===== src/rtl/phase_timer_if.sv =====
// rtl/phase_timer_if.sv - operation/timing bundle between wash controller and phase_timer
interface phase_timer_if #(
    parameter int CNT_W = 16
);
    logic             fill_Water_Operation;
    logic             heat_Water_Operation;
    logic             wash_Operation;
    logic             rinse_Operation;
    logic             spin_Operation;
    logic             sig_Lid_Closed;
    logic             sig_Time_Out;
    logic             sig_Wash_Completed;
    logic             sig_Rinse_Completed;
    logic             sig_Spin_Completed;
    logic [CNT_W-1:0] remaining_Time;
    logic [2:0]       phase;

    modport master (
        output fill_Water_Operation, heat_Water_Operation, wash_Operation,
               rinse_Operation, spin_Operation, sig_Lid_Closed,
        input  sig_Time_Out, sig_Wash_Completed, sig_Rinse_Completed,
               sig_Spin_Completed, remaining_Time, phase
    );

    modport slave (
        input  fill_Water_Operation, heat_Water_Operation, wash_Operation,
               rinse_Operation, spin_Operation, sig_Lid_Closed,
        output sig_Time_Out, sig_Wash_Completed, sig_Rinse_Completed,
               sig_Spin_Completed, remaining_Time, phase
    );
endinterface


===== src/rtl/phase_timer.sv =====
// rtl/phase_timer.sv - per-phase prescaled down-counter producing wash controller timing flags
// Optional lid pause in wash/rinse/spin enabled by defining PAUSE_ON_LID_EN.
module phase_timer #(
    parameter int CLK_DIV      = 4,
    parameter int CNT_W        = 16,
    parameter int FILL_TIMEOUT = 20,
    parameter int HEAT_TIMEOUT = 30,
    parameter int WASH_TIME    = 12,
    parameter int RINSE_TIME   = 8,
    parameter int SPIN_TIME    = 6
) (
    input  logic         clock,
    input  logic         reset_n,
    phase_timer_if.slave bus
);
    localparam int PW = (CLK_DIV > 1) ? $clog2(CLK_DIV) : 1;

    typedef enum logic [2:0] {
        P_IDLE  = 3'd0,
        P_FILL  = 3'd1,
        P_HEAT  = 3'd2,
        P_WASH  = 3'd3,
        P_RINSE = 3'd4,
        P_SPIN  = 3'd5
    } phase_t;

    phase_t           phase_q, phase_d, req;
    logic [PW-1:0]    presc_q, presc_d;
    logic [CNT_W-1:0] rem_q, rem_d;
    logic             to_q, wc_q, rc_q, sc_q;
    logic             to_d, wc_d, rc_d, sc_d;
    logic             paused;
    logic             done;

    function automatic logic [CNT_W-1:0] dur_of(input phase_t p);
        case (p)
            P_FILL:  dur_of = CNT_W'(FILL_TIMEOUT);
            P_HEAT:  dur_of = CNT_W'(HEAT_TIMEOUT);
            P_WASH:  dur_of = CNT_W'(WASH_TIME);
            P_RINSE: dur_of = CNT_W'(RINSE_TIME);
            P_SPIN:  dur_of = CNT_W'(SPIN_TIME);
            default: dur_of = '0;
        endcase
    endfunction

    // Overlapping operation requests resolve by priority, spin highest.
    always_comb begin
        if (bus.spin_Operation)            req = P_SPIN;
        else if (bus.rinse_Operation)      req = P_RINSE;
        else if (bus.wash_Operation)       req = P_WASH;
        else if (bus.heat_Water_Operation) req = P_HEAT;
        else if (bus.fill_Water_Operation) req = P_FILL;
        else                               req = P_IDLE;
    end

`ifdef PAUSE_ON_LID_EN
    always_comb begin
        paused = ((phase_q == P_WASH) || (phase_q == P_RINSE) || (phase_q == P_SPIN))
                 && !bus.sig_Lid_Closed;
    end
`else
    logic unused_lid;
    assign unused_lid = bus.sig_Lid_Closed;
    assign paused     = 1'b0;
`endif

    always_ff @(posedge clock or negedge reset_n) begin
        if (!reset_n) begin
            phase_q <= P_IDLE;
            presc_q <= '0;
            rem_q   <= '0;
            to_q    <= 1'b0;
            wc_q    <= 1'b0;
            rc_q    <= 1'b0;
            sc_q    <= 1'b0;
        end else begin
            phase_q <= phase_d;
            presc_q <= presc_d;
            rem_q   <= rem_d;
            to_q    <= to_d;
            wc_q    <= wc_d;
            rc_q    <= rc_d;
            sc_q    <= sc_d;
        end
    end

    always_comb begin
        phase_d = phase_q;
        presc_d = presc_q;
        rem_d   = rem_q;
        to_d    = to_q;
        wc_d    = wc_q;
        rc_d    = rc_q;
        sc_d    = sc_q;
        done    = 1'b0;
        if (req != phase_q) begin
            phase_d = req;
            rem_d   = dur_of(req);
            presc_d = '0;
            to_d    = 1'b0;
            wc_d    = 1'b0;
            rc_d    = 1'b0;
            sc_d    = 1'b0;
        end else if (phase_q != P_IDLE) begin
            if (!paused) begin
                if (presc_q == PW'(CLK_DIV - 1)) begin
                    presc_d = '0;
                    if (rem_q != '0) rem_d = rem_q - CNT_W'(1);
                end else begin
                    presc_d = presc_q + PW'(1);
                end
            end
            // Flag rises together with the counter reaching zero, then holds.
            done = (rem_d == '0);
            case (phase_q)
                P_FILL, P_HEAT: to_d = to_q | done;
                P_WASH:         wc_d = wc_q | done;
                P_RINSE:        rc_d = rc_q | done;
                P_SPIN:         sc_d = sc_q | done;
                default:        ;
            endcase
        end
    end

    always_comb begin
        bus.phase               = phase_q;
        bus.remaining_Time      = rem_q;
        bus.sig_Time_Out        = to_q;
        bus.sig_Wash_Completed  = wc_q;
        bus.sig_Rinse_Completed = rc_q;
        bus.sig_Spin_Completed  = sc_q;
    end
endmodule


===== src/flat_wrapper.sv =====
// flat-port wrapper written by rule: the top's interface ports become plain ports
module phase_timer_flat 
#(
    parameter int CLK_DIV      = 4,
    parameter int CNT_W        = 16,
    parameter int FILL_TIMEOUT = 20,
    parameter int HEAT_TIMEOUT = 30,
    parameter int WASH_TIME    = 12,
    parameter int RINSE_TIME   = 8,
    parameter int SPIN_TIME    = 6
)
  (clock, reset_n, bus_fill_Water_Operation, bus_heat_Water_Operation, bus_wash_Operation, bus_rinse_Operation, bus_spin_Operation, bus_sig_Lid_Closed, bus_sig_Time_Out, bus_sig_Wash_Completed, bus_sig_Rinse_Completed, bus_sig_Spin_Completed, bus_remaining_Time, bus_phase);
  phase_timer_if #(.CNT_W(CNT_W)) bus_i ();
  input  logic clock;
  input  logic reset_n;
  input wire logic [$bits(bus_i.fill_Water_Operation)-1:0] bus_fill_Water_Operation;
  input wire logic [$bits(bus_i.heat_Water_Operation)-1:0] bus_heat_Water_Operation;
  input wire logic [$bits(bus_i.wash_Operation)-1:0] bus_wash_Operation;
  input wire logic [$bits(bus_i.rinse_Operation)-1:0] bus_rinse_Operation;
  input wire logic [$bits(bus_i.spin_Operation)-1:0] bus_spin_Operation;
  input wire logic [$bits(bus_i.sig_Lid_Closed)-1:0] bus_sig_Lid_Closed;
  output wire logic [$bits(bus_i.sig_Time_Out)-1:0] bus_sig_Time_Out;
  output wire logic [$bits(bus_i.sig_Wash_Completed)-1:0] bus_sig_Wash_Completed;
  output wire logic [$bits(bus_i.sig_Rinse_Completed)-1:0] bus_sig_Rinse_Completed;
  output wire logic [$bits(bus_i.sig_Spin_Completed)-1:0] bus_sig_Spin_Completed;
  output wire logic [$bits(bus_i.remaining_Time)-1:0] bus_remaining_Time;
  output wire logic [$bits(bus_i.phase)-1:0] bus_phase;
  assign bus_i.fill_Water_Operation = bus_fill_Water_Operation;
  assign bus_i.heat_Water_Operation = bus_heat_Water_Operation;
  assign bus_i.wash_Operation = bus_wash_Operation;
  assign bus_i.rinse_Operation = bus_rinse_Operation;
  assign bus_i.spin_Operation = bus_spin_Operation;
  assign bus_i.sig_Lid_Closed = bus_sig_Lid_Closed;
  assign bus_sig_Time_Out = bus_i.sig_Time_Out;
  assign bus_sig_Wash_Completed = bus_i.sig_Wash_Completed;
  assign bus_sig_Rinse_Completed = bus_i.sig_Rinse_Completed;
  assign bus_sig_Spin_Completed = bus_i.sig_Spin_Completed;
  assign bus_remaining_Time = bus_i.remaining_Time;
  assign bus_phase = bus_i.phase;
  phase_timer #(.CLK_DIV(CLK_DIV), .CNT_W(CNT_W), .FILL_TIMEOUT(FILL_TIMEOUT), .HEAT_TIMEOUT(HEAT_TIMEOUT), .WASH_TIME(WASH_TIME), .RINSE_TIME(RINSE_TIME), .SPIN_TIME(SPIN_TIME)) u_core (.clock(clock), .reset_n(reset_n), .bus(bus_i));
endmodule

===== config.mk =====
export PLATFORM = sky130hd
export DESIGN_NAME = phase_timer_flat
export DESIGN_NICKNAME = d
export VERILOG_FILES = /design/src/rtl/phase_timer_if.sv /design/src/rtl/phase_timer.sv /design/src/flat_wrapper.sv
export SDC_FILE = /design/constraint.sdc
export NUM_CORES = 1
export LEC_CHECK = 0
export CORE_MARGIN = 5
export CORE_UTILIZATION = 50
export CTS_BUF_LIST = sky130_fd_sc_hd__clkbuf_4 sky130_fd_sc_hd__clkbuf_8
export DETAILED_ROUTE_END_ITERATION = 16
export DONT_BUFFER_PORTS = 1
export GPL_TIMING_DRIVEN = 0
export PLACE_DENSITY_LB_ADDON = 0.25
export SYNTH_ARGS = -nofsm -noshare
export SYNTH_HDL_FRONTEND = slang
export SYNTH_SLANG_ARGS = --single-unit

===== constraint.sdc =====
create_clock -name clock -period 2.2 [get_ports clock]
set_input_delay 0.55 -clock clock [delete_from_list [all_inputs] [get_ports clock]]
set_output_delay 0.55 -clock clock [all_outputs]
set_load 0.01 [all_outputs]

==> metrics.txt <==
antenna violations before repair 0; Critical Path RT 2.48 ns; design internal power 0.665 mW; placed insts 197; commonest non-fill, non-tap cell in the layout nor2_1; Buf/Inv on CP 2; CTS tree done; via count 1299; clock sink total 25; Die Wd 65.4 um; fmax 382 MHz; Yosys reg bits 25; Switch Pwr 0.323 mW; Ant. Diodes 0; commonest non-fill, non-tap cells in the layout 28 x nor2_1, 22 x dfrtp_1, 14 x xnor2_1, 9 x buf_4, 7 x nor3_1; CP endpoint kind flop; Final Hold Vio Count 0; DRT iter0 DRCs 47; Synth Net Count 175; sequential area share after synthesis 40.8%; sequential power share 51.9%; drt pass-1 iters 4; Slew @ Worst Pin 0.658 ns; fin. max-slew vios 0; root buffer cell clkbuf_4; Die Span Y 65.4 um; endpoints failing setup 19; clock-pin slew on the worst setup and hold paths 0.15 ns; critical path fanouts, max 7; Die ar. 4270 sq um; CTS Buf Count 3; H-tree depth 1; ANT nets after route 0; power share of the clock group 22.1%; crit path launch type flop; DP HPWL 2.56 mm; Warnings, synthesis 0; Hold Path Class in -> reg; DP Area 1610 sq um; status complete, but fails checks; Synth Instances 164; design area 1930 sq um; CP Class reg -> reg; kind of cell adding the most delay to the critical path compound AO/OA/AOI/OAI gates; vias per cell 6.10; post-layout util 64.2%; WL final 3.79 mm; pwr dens 513 nW/um^2; minimum clock period 2.62 ns; largest net degree at the start of global routing 26; static leakage 0.726 nW; DRC viols 0; GP Congestion 0.803; Slowest-stage cell, CP dfrtp_2; worst path arrival time 2.90 ns; Avg Cell Area, Syn 9.35 sq um; PnR worst setup slack -0.420 ns; worst-skew pair later-pin latency 0.33 ns; Cell Chain, Critical Path inv_2 > buf_4 > ha_1 > a2111oi_0 > o21ai_0 > a2111oi_4 > a32o_1; per-cell routed wire length 17.8 um; Clock Tree Buf Depth 2; Mapped Area 1530 sq um; Distinct cells, synth 39; Post-Layout Cell Count 213; initial core utilization 51.0%; Final Cycle Share 119%; Hold Slack 0.388 ns; Rows 20; unrepaired setup endpoints after global routing true; grt total ovfl 0; sw frac 32.7%; Layout area overhead 25.7%; Fin Clk Skew 0.00333 ns; max cap viols 0; # nets final 192; Max-slew headroom 55.8%; Max VDD drop 252 uV; Setup TNS Final -5.51 ns; first-pass GRT wire length 6.48 mm; vias in the first global route 1382; Core Area 3000 sq um; combinational power share 26.0%; Filler cells 252; CP peak stage delay 0.52 ns; failing checks negative setup slack; Ports 31; GRT Total Usage 19.2%; layout cells sized above 1 31.1%; IO buf count 0
## Yosys cell counts
library cell,count,area [sq um]
o32ai_2,1,16.3
nor4_1,7,43.8
mux2i_1,1,10.0
or4b_1,1,10.0
nor2b_1,3,18.8
or4_1,1,7.51
a2111oi_4,1,27.5
dfrtp_1,25,626
o21ai_1,3,15.0
or3_1,3,18.8
nand3b_1,1,7.51
and4b_1,2,20.0
nor3_1,9,45.0
nand3_2,1,10.0
nand2b_1,2,12.5
buf_6,1,11.3
nand3_1,5,25.0
or2_2,1,6.26
buf_2,1,5.00
nand2_2,1,6.26
xnor2_1,15,131
or4_4,3,33.8
clkbuf_1,6,22.5
a221o_1,1,10.0
a41oi_1,1,8.76
a21oi_1,6,30.0
or3b_2,1,8.76
a22o_1,1,8.76
xor2_1,4,35.0
o21ai_0,3,15.0
o41ai_4,1,27.5
inv_1,6,22.5
a32o_1,3,30.0
nand4_1,2,12.5
a2111oi_0,2,17.5
ha_1,3,37.5
nor2_1,31,116
nand2_1,4,15.0
a211oi_1,1,7.51
## registers in the layout, summed over array words and instances, names as in the netlist
name                            count
u_core.bus.remaining_Time          16
u_core.presc_q                      2
u_core.bus.sig_Rinse_Completed      1
u_core.bus.phase                    3
u_core.bus.sig_Spin_Completed       1
u_core.bus.sig_Wash_Completed       1
u_core.bus.sig_Time_Out             1
## tightest hold or removal path, cell delays in order
cell     delay [ns]
nor3_1         0.03
nand2_1        0.05
o21ai_1        0.06
## kinds of logic (layout without fill, tap and decap cells)
kind of cell / Yosys count / after routing / synth area share [%]
AND/OR/NAND/NOR: 78 / 78 / 27.3
flip-flops: 25 / 25 / 40.8
AO/OA/AOI/OAI: 24 / 24 / 14.0
XOR/XNOR: 19 / 19 / 10.9
buffers and inverters: 14 / 30 / 4.00
adder cells (fa/ha/maj): 3 / 3 / 2.45
multiplexers: 1 / 1 / 0.653
## cell type report
cell class / instances / area [sq um] / share of cell area, %
tap: 33 / 41.3 / 2.14
clock inverter: 1 / 7.51 / 0.390
inverter: 6 / 22.5 / 1.17
timing repair buffer: 13 / 129 / 6.69
multi-input combinational: 125 / 1030 / 53.4
clock buffer: 3 / 22.5 / 1.17
sequential: 25 / 629 / 32.7
buffer: 7 / 45.0 / 2.34
## power by group through the flow
stage	registers [mW]	clock network (mW)	logic [mW]
global route	0.517	0.247	0.280
floorplan	0.510	0	0.144
detailed placement	0.516	0	0.175
CTS	0.511	0.222	0.240
finish	0.513	0.219	0.257
global placement	0.515	0	0.170
## metrics by stage
step	power [mW]	setup WS, ns
finish	0.988	-0.420
global placement	0.685	-0.423
detailed placement	0.691	-0.505
global route	1.04	-0.510
CTS	0.973	-0.341
floorplan	0.653	-0.190
## what timing repair did
item | 4_1_cts | 5_1_grt
hold buffers | 1 | 1
buffers inserted | 11 | 0
pin swaps | 8 | 7
gates resized for setup | 18 | 14
setup endpoints to repair | 19 | 19
endpoints found under the hold margin | 25 | 15
## final timing paths
kind,start,endpoint,slack [ns],cells past startpoint
worst max-delay path,u_core.bus.remaining_Time[0],u_core.bus.sig_Spin_Completed,-0.42,7
worst min-delay path,bus_wash_Operation,u_core.bus.remaining_Time[4],0.39,3
worst max register to register,u_core.bus.remaining_Time[0],u_core.bus.sig_Spin_Completed,-0.42,7
worst min register to register,u_core.presc_q[1],u_core.presc_q[1],0.56,2
max in group asynchronous,reset_n,u_core.bus.remaining_Time[1],1.42,2
min in group asynchronous,reset_n,u_core.bus.remaining_Time[7],0.63,2
## routing by layer
metal	share of wire (%)	routed length (um)	up-vias	GRT usage, %
li1	-	-	620	-
met1	42	1600	639	23.3
met2	51	1930	35	34.3
met3	5.7	214	5	4.44
met4	1.0	39	0	4.40
met5	0	0	-	0
(Power assumes the default switching activity.)
